===== src/rtl/ctrl_pkg.sv =====
// Shared encodings for the multi-cycle controller: FSM states, instruction
// classes, opcode/funct/alu_op constants, error codes and the registered control bundle.
package ctrl_pkg;

    typedef enum logic [3:0] {
        S_IDLE   = 4'd0,
        S_FETCH  = 4'd1,
        S_DECODE = 4'd2,
        S_MEMADR = 4'd3,
        S_MEMRD  = 4'd4,
        S_MEMWB  = 4'd5,
        S_MEMWR  = 4'd6,
        S_RTYPE  = 4'd7,
        S_ALUWB  = 4'd8,
        S_IMMEX  = 4'd9,
        S_BRANCH = 4'd10,
        S_ERROR  = 4'd11
    } state_t;

    typedef enum logic [2:0] {
        K_RTYPE = 3'd0,
        K_LW    = 3'd1,
        K_SW    = 3'd2,
        K_ADDI  = 3'd3,
        K_ORI   = 3'd4,
        K_BEQ   = 3'd5,
        K_BAD   = 3'd6
    } kind_t;

    localparam logic [5:0] OP_RTYPE = 6'h00;
    localparam logic [5:0] OP_LW    = 6'h23;
    localparam logic [5:0] OP_SW    = 6'h2B;
    localparam logic [5:0] OP_ADDI  = 6'h08;
    localparam logic [5:0] OP_ORI   = 6'h0D;
    localparam logic [5:0] OP_BEQ   = 6'h04;

    localparam logic [5:0] FN_ADD = 6'h20;
    localparam logic [5:0] FN_SUB = 6'h22;
    localparam logic [5:0] FN_SLT = 6'h2A;
    localparam logic [5:0] FN_AND = 6'h24;
    localparam logic [5:0] FN_OR  = 6'h25;

    localparam logic [2:0] ALU_ADD = 3'b010;
    localparam logic [2:0] ALU_SUB = 3'b110;
    localparam logic [2:0] ALU_SLT = 3'b111;
    localparam logic [2:0] ALU_AND = 3'b000;
    localparam logic [2:0] ALU_OR  = 3'b001;

    localparam logic [1:0] ERR_NONE    = 2'b00;
    localparam logic [1:0] ERR_OPCODE  = 2'b01;
    localparam logic [1:0] ERR_FUNCT   = 2'b10;
    localparam logic [1:0] ERR_TIMEOUT = 2'b11;

    typedef struct packed {
        logic       pc_write_cond;
        logic       pc_src;
        logic       i_or_d;
        logic       mem_read;
        logic       mem_write;
        logic       reg_write;
        logic       reg_dst;
        logic       mem_to_reg;
        logic       alu_src_a;
        logic [1:0] alu_src_b;
        logic [2:0] alu_op;
        logic       imm_extend;
        logic       retire;
        logic       error;
    } ctrl_t;

endpackage


===== src/rtl/instr_classifier.sv =====
// Combinational decode of opcode into an instruction class and of funct
// into an R-type ALU operation with a validity flag.
module instr_classifier
    import ctrl_pkg::*;
(
    input  logic [5:0] opcode,
    input  logic [5:0] funct,
    output logic [2:0] kind,
    output logic       funct_ok,
    output logic [2:0] funct_alu_op
);

    // Opcode class and funct mapping; unknown encodings fall through to the invalid case
    always_comb begin
        case (opcode)
            OP_RTYPE: kind = K_RTYPE;
            OP_LW:    kind = K_LW;
            OP_SW:    kind = K_SW;
            OP_ADDI:  kind = K_ADDI;
            OP_ORI:   kind = K_ORI;
            OP_BEQ:   kind = K_BEQ;
            default:  kind = K_BAD;
        endcase

        funct_ok = 1'b1;
        case (funct)
            FN_ADD:  funct_alu_op = ALU_ADD;
            FN_SUB:  funct_alu_op = ALU_SUB;
            FN_SLT:  funct_alu_op = ALU_SLT;
            FN_AND:  funct_alu_op = ALU_AND;
            FN_OR:   funct_alu_op = ALU_OR;
            default: begin
                funct_ok     = 1'b0;
                funct_alu_op = 3'b000;
            end
        endcase
    end

endmodule


===== src/rtl/multi_cycle_controller.sv =====
// Multi-cycle MIPS-subset control FSM. Moore controls are registered from the
// next state; the memory-completion enables are gated by mem_ready in the same cycle.
module multi_cycle_controller
    import ctrl_pkg::*;
#(
    parameter int WAIT_LIMIT = 16,
    parameter int CNT_W      = 32
) (
    input  logic             clk,
    input  logic             rst_n,
    input  logic [5:0]       opcode,
    input  logic [5:0]       funct,
    input  logic             zero,
    input  logic             mem_ready,
    output logic             pc_write,
    output logic             pc_write_cond,
    output logic             pc_src,
    output logic             i_or_d,
    output logic             mem_read,
    output logic             mem_write,
    output logic             ir_write,
    output logic             reg_write,
    output logic             reg_dst,
    output logic             mem_to_reg,
    output logic             alu_src_a,
    output logic [1:0]       alu_src_b,
    output logic [2:0]       alu_op,
    output logic             imm_extend,
    output logic             retire,
    output logic [CNT_W-1:0] instr_count,
    output logic             error,
    output logic [1:0]       error_code
);

    localparam int WW = (WAIT_LIMIT > 2) ? $clog2(WAIT_LIMIT) : 1;
    localparam logic [WW-1:0] WAIT_LAST = WW'(WAIT_LIMIT - 1);

    state_t           state_q, state_d;
    logic [WW-1:0]    wait_q, wait_d;
    logic [2:0]       kind_q, kind_d;
    logic             funct_ok_q, funct_ok_d;
    logic [2:0]       falu_q, falu_d;
    logic [1:0]       err_code_q, err_code_d;
    ctrl_t            ctrl_q, ctrl_d;
    logic [CNT_W-1:0] count_q, count_d;

    logic [2:0] kind_s;
    logic       funct_ok_s;
    logic [2:0] falu_s;
    logic       mem_wait_s;
    logic       timeout_s;
    logic       retire_s;
    logic       unused_zero_s;

    // zero is consumed by the datapath together with pc_write_cond
    assign unused_zero_s = zero;

    instr_classifier u_classifier (
        .opcode       (opcode),
        .funct        (funct),
        .kind         (kind_s),
        .funct_ok     (funct_ok_s),
        .funct_alu_op (falu_s)
    );

    assign mem_wait_s = (state_q == S_FETCH) || (state_q == S_MEMRD) || (state_q == S_MEMWR);
    assign timeout_s  = mem_wait_s && !mem_ready && (wait_q == WAIT_LAST);
    assign retire_s   = ctrl_q.retire | ((state_q == S_MEMWR) & mem_ready);
    assign count_d    = count_q + CNT_W'(retire_s);

    // Instruction capture in DECODE, next-state selection and the memory wait counter
    always_comb begin
        if (state_q == S_DECODE) begin
            kind_d     = kind_s;
            funct_ok_d = funct_ok_s;
            falu_d     = falu_s;
        end else begin
            kind_d     = kind_q;
            funct_ok_d = funct_ok_q;
            falu_d     = falu_q;
        end

        state_d    = state_q;
        err_code_d = err_code_q;
        case (state_q)
            S_IDLE:   state_d = S_FETCH;
            S_FETCH: begin
                if (mem_ready) begin
                    state_d = S_DECODE;
                end else if (timeout_s) begin
                    state_d    = S_ERROR;
                    err_code_d = ERR_TIMEOUT;
                end else begin
                    state_d = S_FETCH;
                end
            end
            S_DECODE: begin
                case (kind_d)
                    K_RTYPE:      state_d = S_RTYPE;
                    K_LW, K_SW:   state_d = S_MEMADR;
                    K_ADDI, K_ORI: state_d = S_IMMEX;
                    K_BEQ:        state_d = S_BRANCH;
                    default: begin
                        state_d    = S_ERROR;
                        err_code_d = ERR_OPCODE;
                    end
                endcase
            end
            S_RTYPE: begin
                if (funct_ok_q) begin
                    state_d = S_ALUWB;
                end else begin
                    state_d    = S_ERROR;
                    err_code_d = ERR_FUNCT;
                end
            end
            S_IMMEX:  state_d = S_ALUWB;
            S_MEMADR: state_d = (kind_q == K_LW) ? S_MEMRD : S_MEMWR;
            S_MEMRD, S_MEMWR: begin
                if (mem_ready) begin
                    state_d = (state_q == S_MEMRD) ? S_MEMWB : S_FETCH;
                end else if (timeout_s) begin
                    state_d    = S_ERROR;
                    err_code_d = ERR_TIMEOUT;
                end else begin
                    state_d = state_q;
                end
            end
            S_ALUWB, S_MEMWB, S_BRANCH: state_d = S_FETCH;
            S_ERROR:  state_d = S_ERROR;
            default:  state_d = S_ERROR;
        endcase

        if (state_d != state_q) begin
            wait_d = {WW{1'b0}};
        end else if (mem_wait_s && !mem_ready) begin
            wait_d = wait_q + WW'(1'b1);
        end else begin
            wait_d = wait_q;
        end
    end

    // Moore control word for the state being entered, registered one cycle ahead
    always_comb begin
        ctrl_d = '0;
        case (state_d)
            S_FETCH: begin
                ctrl_d.mem_read  = 1'b1;
                ctrl_d.alu_src_b = 2'b01;
                ctrl_d.alu_op    = ALU_ADD;
            end
            S_DECODE: begin
                ctrl_d.alu_src_b = 2'b11;
                ctrl_d.alu_op    = ALU_ADD;
            end
            S_RTYPE: begin
                ctrl_d.alu_src_a = 1'b1;
                ctrl_d.alu_op    = falu_d;
            end
            S_ALUWB: begin
                ctrl_d.reg_write = 1'b1;
                ctrl_d.reg_dst   = (state_q == S_RTYPE);
                ctrl_d.retire    = 1'b1;
            end
            S_IMMEX: begin
                ctrl_d.alu_src_a = 1'b1;
                ctrl_d.alu_src_b = 2'b10;
                if (kind_d == K_ORI) begin
                    ctrl_d.alu_op     = ALU_OR;
                    ctrl_d.imm_extend = 1'b1;
                end else begin
                    ctrl_d.alu_op     = ALU_ADD;
                    ctrl_d.imm_extend = 1'b0;
                end
            end
            S_MEMADR: begin
                ctrl_d.alu_src_a = 1'b1;
                ctrl_d.alu_src_b = 2'b10;
                ctrl_d.alu_op    = ALU_ADD;
            end
            S_MEMRD: begin
                ctrl_d.mem_read = 1'b1;
                ctrl_d.i_or_d   = 1'b1;
            end
            S_MEMWB: begin
                ctrl_d.reg_write  = 1'b1;
                ctrl_d.mem_to_reg = 1'b1;
                ctrl_d.retire     = 1'b1;
            end
            S_MEMWR: begin
                ctrl_d.mem_write = 1'b1;
                ctrl_d.i_or_d    = 1'b1;
            end
            S_BRANCH: begin
                ctrl_d.alu_src_a     = 1'b1;
                ctrl_d.alu_op        = ALU_SUB;
                ctrl_d.pc_write_cond = 1'b1;
                ctrl_d.pc_src        = 1'b1;
                ctrl_d.retire        = 1'b1;
            end
            S_ERROR:  ctrl_d.error = 1'b1;
            default:  ctrl_d = '0;
        endcase
    end

    // State, captured instruction, counters and registered controls
    always_ff @(posedge clk or negedge rst_n) begin
        if (!rst_n) begin
            state_q    <= S_IDLE;
            wait_q     <= {WW{1'b0}};
            kind_q     <= K_BAD;
            funct_ok_q <= 1'b0;
            falu_q     <= 3'b000;
            err_code_q <= ERR_NONE;
            ctrl_q     <= '0;
            count_q    <= {CNT_W{1'b0}};
        end else begin
            state_q    <= state_d;
            wait_q     <= wait_d;
            kind_q     <= kind_d;
            funct_ok_q <= funct_ok_d;
            falu_q     <= falu_d;
            err_code_q <= err_code_d;
            ctrl_q     <= ctrl_d;
            count_q    <= count_d;
        end
    end

    assign pc_write      = (state_q == S_FETCH) & mem_ready;
    assign ir_write      = (state_q == S_FETCH) & mem_ready;
    assign pc_write_cond = ctrl_q.pc_write_cond;
    assign pc_src        = ctrl_q.pc_src;
    assign i_or_d        = ctrl_q.i_or_d;
    assign mem_read      = ctrl_q.mem_read;
    assign mem_write     = ctrl_q.mem_write;
    assign reg_write     = ctrl_q.reg_write;
    assign reg_dst       = ctrl_q.reg_dst;
    assign mem_to_reg    = ctrl_q.mem_to_reg;
    assign alu_src_a     = ctrl_q.alu_src_a;
    assign alu_src_b     = ctrl_q.alu_src_b;
    assign alu_op        = ctrl_q.alu_op;
    assign imm_extend    = ctrl_q.imm_extend;
    assign retire        = retire_s;
    assign instr_count   = count_q;
    assign error         = ctrl_q.error;
    assign error_code    = err_code_q;

endmodule


===== config.mk =====
export PLATFORM = sky130hd
export DESIGN_NAME = multi_cycle_controller
export DESIGN_NICKNAME = d
export VERILOG_FILES = /design/src/rtl/ctrl_pkg.sv /design/src/rtl/instr_classifier.sv /design/src/rtl/multi_cycle_controller.sv
export SDC_FILE = /design/constraint.sdc
export NUM_CORES = 1
export LEC_CHECK = 0
export BUFFER_PORTS_ARGS = -buffer_cell sky130_fd_sc_hd__buf_2
export CAP_MARGIN = 20
export CORE_UTILIZATION = 45
export CTS_BUF_LIST = sky130_fd_sc_hd__clkbuf_4
export DETAILED_ROUTE_END_ITERATION = 16
export PLACE_DENSITY = 0.69
export SLEW_MARGIN = 5
export SYNTH_ARGS = -nofsm -noshare
export SYNTH_HDL_FRONTEND = slang
export SYNTH_SLANG_ARGS = --single-unit

===== constraint.sdc =====
create_clock -name clk -period 2.4 [get_ports clk]
set_input_delay 0 -clock clk [delete_from_list [all_inputs] [get_ports clk]]
set_output_delay 0 -clock clk [all_outputs]
set_load 0.005 [all_outputs]

# After elaboration in Yosys (flattened, before gate mapping)
# Index checks and enable logic that the tools add are counted.
# classes
n_addsub,2
multipliers,0
n_div,0
n_lt_le_gt_ge,0
eq_ne,43
shift,0
n_mux,35
bitwise,3
n_reduce_logical,25
# op_table
op,count
$eq A6 B6 Y1 const B,7
$add A32 B1 Y32,1
$eq A4 B3 Y1 const B,8
$eq A4 B4 Y1 const B,8
$pmux W4 S7,1
$mux W4,6
$pmux W3 S4,2
$pmux W3 S6,1
$eq A4 B2 Y1 const B,4
$pmux W4 S4,1
$mux W2,7
$reduce_or A2 Y1,7
$eq A6 B4 Y1 const B,2
$mux W3,4
$pmux W2 S3,2
$mux W1,11
$reduce_or A3 Y1,3
$eq A4 B1 Y1 const B,2
$reduce_or A4 Y1,2
$eq A3 B1 Y1 const B,2
$eq A3 B2 Y1 const B,2
$eq A3 B3 Y1 const B,2
$eq A6 B3 Y1 const B,1
$logic_not A6 Y1,1
other kinds (16),21
# totals
regBits,66
latch_bits,0
ram_bits,0
romBits,0
input_bits,16
out_inout_bits,53
wordCells,129
n_memories,0

# Longest topological paths before layout
# depth
ltp_word,11
ltp_mapped,11
depth_no_buf,10

# Modules after synthesis
# Synthesis repeated with hierarchy kept, for this count alone.
# hier_totals
cells_unflattened,307
hier_area_um2,3163.0
# modules_own_cells
module,instances,cells_each,area_each_um2,seq_area_each_um2
multi_cycle_controller,1,284,3011.6,1554.0
instr_classifier,1,23,151.4,0.0

# Worst setup path before layout
# Ideal clock, no wire load.
# synth_timing
path_kind,register to register
start,register state_q[0]
end,"register count_q[29], in the netlist instr_count[29]"
setup_time_ps,79
arrival_time_ps,2476
required_time_ps,2321
path_slack_ps,-155
path_stages_with_launch,11
synth_period_minus_slack_ps,2555
path_cell_list,dfrtp_1 > buf_2 > nand2b_1 > nor2_1 > a31o_2 > ha_1 > and3_1 > nand2_1 > or4_4 > nor2_1 > xor2_1
# synth_between
elab_chain_len,4
# synth_rtl
item,line,text
start: declaration,multi_cycle_controller.sv:38,"state_t state_q, state_d;"
start signal: assignment,multi_cycle_controller.sv:218,state_q <= state_d;
$eq A4 B3 Y1,multi_cycle_controller.sv:68,assign retire_s = ctrl_q.retire | ((state_q == S_MEMWR) & mem_ready);
$and A1 B1 Y1,multi_cycle_controller.sv:68,
$or A1 B1 Y1,multi_cycle_controller.sv:68,
net retire,multi_cycle_controller.sv:29,"output logic retire,"
$add A32 B1 Y32,multi_cycle_controller.sv:69,assign count_d = count_q + CNT_W'(retire_s);
net count_d[29],multi_cycle_controller.sv:45,"logic [CNT_W-1:0] count_q, count_d;"
end signal: assignment,multi_cycle_controller.sv:216,count_q <= {CNT_W{1'b0}};
end signal: assignment,multi_cycle_controller.sv:225,count_q <= count_d;
end: declaration,multi_cycle_controller.sv:45,
# The timed path passes the listed nets, and every way through them passes these cells.
# A chain may end at the register's enable or synchronous reset.

# Worst setup path in the final report
# layout_timing
start,register state_q[3]
end,register falu_q[0]
# layout_between
elab_chain_len,2
# layout_rtl
item,line,text
$eq A4 B2 Y1,multi_cycle_controller.sv:73,if (state_q == S_DECODE) begin
$mux W3,multi_cycle_controller.sv:73,
net falu_d[0],multi_cycle_controller.sv:42,"logic [2:0] falu_q, falu_d;"
end signal: assignment,multi_cycle_controller.sv:222,falu_q <= falu_d;
end: declaration,multi_cycle_controller.sv:42,
# The timed path passes the listed nets, and every way through them passes these cells.

==> impl_metrics.json <==
{
  "drv_cap": 0,
  "grt_usage_pct": 20.3,
  "fillers": 622,
  "max_freq_mhz": 433,
  "synth_area_leader_cell": "dfrtp_1",
  "syn_inst": 311,
  "min_period_ns": 2.31,
  "post_drt_wl_per_cell_um": 13.9,
  "slowest_stage": "dlygate4sd3_1",
  "max-vdd-ir-drop_mv": 0.280,
  "crit_top_cell": "buf_4",
  "die_x_um": 87.0,
  "fp.dieH_um": 87.0,
  "drtIter0Drc": 89,
  "r2r_end": "falu_q[0]",
  "ys_warn_count": 0,
  "fp-row-count": 30,
  "ys_seq_area_share_pct": 50.1,
  "clock_skew_ns": 0.0138,
  "diodes": 0,
  "critPathMaxFanout": 13,
  "io-pin-count": 69,
  "start_util_pct": 47.3,
  "syn_nets": 330,
  "drive_gt1_share_pct": 31.3,
  "die_area_um2": 7570,
  "dr_total_vias": 2611,
  "rsz0062_at_grt": "false",
  "grt_pass1_vias": 2609,
  "wl_um": 6930,
  "relSlewSlack_pct": 46.6,
  "grt_max_degree": 66,
  "end_kind": "flip-flop",
  "fin_crit_sh_pct": 96.2,
  "drc": 0,
  "slew_viol_final": 0,
  "postSynth.asyncResetShare_pct": 100,
  "ys_types": 67,
  "hold_violations": 0,
  "critical_path.startpoint": "state_q[3]",
  "final_util_pct": 58.6,
  "syn2layout_area_growth_pct": 23.8,
  "start_kind": "flip-flop",
  "path_cells": "buf_4 > or4b_4 > buf_4 > o31ai_2 > dlygate4sd3_1",
  "r2r_cells": 5,
  "place_inst": 469,
  "vias_per_cell": 5.23,
  "largest_reg_flops": 32,
  "critPathArrivalTime_ns": 2.66,
  "tightest_slew_ns": 0.801,
  "r2r_start": "state_q[3]",
  "p_per_area_nw_per_um2": 504,
  "gp_congestion": 0.894,
  "p_leak_nw": 2.02,
  "syn_area_um2": 3250,
  "firstDrtPassIters": 4,
  "clock_path_buffers": 2,
  "tns_ns": 0,
  "antenna_found_initial": 0,
  "clock_tree.htree_level_count": 3,
  "synth.avg_cell_area_um2": 10.5,
  "root_buffer": "clkbuf_4",
  "synth-edff-count": 0,
  "final-setup-viol-count": 0,
  "max_stage_delay_ns": 0.58,
  "synth_top_area_share_pct": 48.5,
  "fin_nets": 417,
  "synthFlopType": "dfrtp_1",
  "numCtsBuffers": 9,
  "path_clk_slew_ns": 0.11,
  "grt_first_pass_wirelength_um": 11700,
  "overflow": 0,
  "cts_tree": "done",
  "cp_data_required_time_ns": 2.75,
  "ant_nets": 0,
  "crit_path_end": "falu_q[0]",
  "cts_sinks": 65,
  "ys_top_cells_by_area": "dfrtp_1 48%, xnor2_1 6.2%, xor2_1 3.8%",
  "hold_path.class": "primary input to flip-flop",
  "dpl.hpwl_um": 4860,
  "ff2ff_setup_slack_ns": 0.09,
  "insertion_delay_ns": 0.41,
  "ys_seq_elements": 65,
  "status": "completed",
  "fin_cells": 499,
  "core_um2": 6870,
  "portBuffers": 67,
  "crit_type": "flip-flop to flip-flop"
}
Yosys cell counts, drive strengths merged (2+ instances only):
cell	count
or4b	2
nand2b	3
ha	3
buf	14
a311oi	2
a21oi	9
nand3	20
xnor2	23
o21a	3
and3	11
o21ai	9
dfstp	2
o31ai	5
a22o	2
and2	3
nor2b	5
nor4bb	2
inv	9
a41oi	2
nor2	28
a21boi	2
dfrtp	63
a21o	2
nand4	8
xor2	14
nand2	32
nor3	7
or3	2
or2	2
layout make-up:
cell class	instances	area, um2	area share [%]
repair buffers	91	551	13.7
multi-input cells	221	1530	37.9
flip-flops and latches	65	1630	40.5
well taps	96	120	2.98
clock buffers	9	67.6	1.68
inverters	10	38.8	0.964
clock inverters	7	93.8	2.33
what timing repair did:
item | in CTS | in global routing
resized for setup | 0 | 5
setup endpoints to repair | 0 | 7
hold endpoints to repair | 72 | 0
buffers inserted | 0 | 0
hold buffers | 14 | 0
worst min path at each step:
stage	from	endpoint	slack (ns)	depth (start not counted)
2_1_floorplan	rst_n	alu_op[0]	-0.30	0
3_3_place_gp	rst_n	instr_count[21]	0.22	2
3_5_place_dp	rst_n	instr_count[20]	0.23	2
4_1_cts	opcode[5]	alu_op[2]	0.07	5
5_1_grt	opcode[5]	alu_op[2]	0.09	5
6_report	opcode[5]	alu_op[2]	0.09	5
power breakdown:
group | internal, mW | switching, mW
sequential | 1.10 | 0.000502
clock | 0.422 | 0.424
combinational | 0.0335 | 0.0515
worst max-delay path, delay by kind of cell, from the launching register on:
kind            cells  cell delay, ns
buf+inv             3            0.98
simple gates        1            0.55
flops               1            0.43
compound gates      1            0.29
layout by cell type (no fill, tap or decap), types with 3 or more instances in the layout:
cell type       n
buf_4          10
clkbuf_4        9
dfrtp_1        63
nand2_1        30
xnor2_1        23
dlygate4sd3_1  14
inv_1           7
ha_1            3
nor2b_1         5
nor2_1         23
nor3_1          5
and3_1          9
xor2_1         14
buf_2          67
o21ai_0         7
nor2_2          3
nand3_1        18
nand4_1         8
o31ai_1         3
and2_1          3
a21oi_1         7
o21a_1          3
logic make-up (layout without fill, tap and decap cells):
group / Yosys count / count (layout) / synth area share, %
xor+xnor: 37 / 37 / 9.97
flops: 65 / 65 / 50.1
simple gates: 133 / 133 / 22.8
compound gates: 47 / 47 / 11.5
mux: 1 / 1 / 0.308
buf+inv: 25 / 117 / 4.16
fa+ha+maj: 3 / 3 / 1.15
through the flow:
step / instance area [um2] / worst slack [ns] / hold WS, ns / total power, mW
6_report: 4030 / 0.0912 / 0.0896 / 2.03
5_1_grt: 4030 / 0.000722 / 0.0942 / 2.11
4_1_cts: 4010 / 0.0575 / 0.0653 / 2.05
3_5_place_dp: 3710 / 0.0890 / 0.230 / 1.19
3_3_place_gp: 3710 / 0.130 / 0.218 / 1.19
2_1_floorplan: 3270 / 0.000473 / -0.296 / 1.14
routing by layer:
| layer | up-vias | share of wire (%) | wire length [um] | GRT usage, % |
|---|---|---|---|---|
| li1 | 1261 | - | - | - |
| met1 | 1281 | 44 | 3020 | 24.0 |
| met2 | 60 | 51 | 3560 | 35.0 |
| met3 | 9 | 3.4 | 239 | 3.89 |
| met4 | 0 | 1.7 | 119 | 10.3 |
| met5 | - | 0 | 0 | 0 |
No activity file was read; power rests on OpenSTA's default activity.
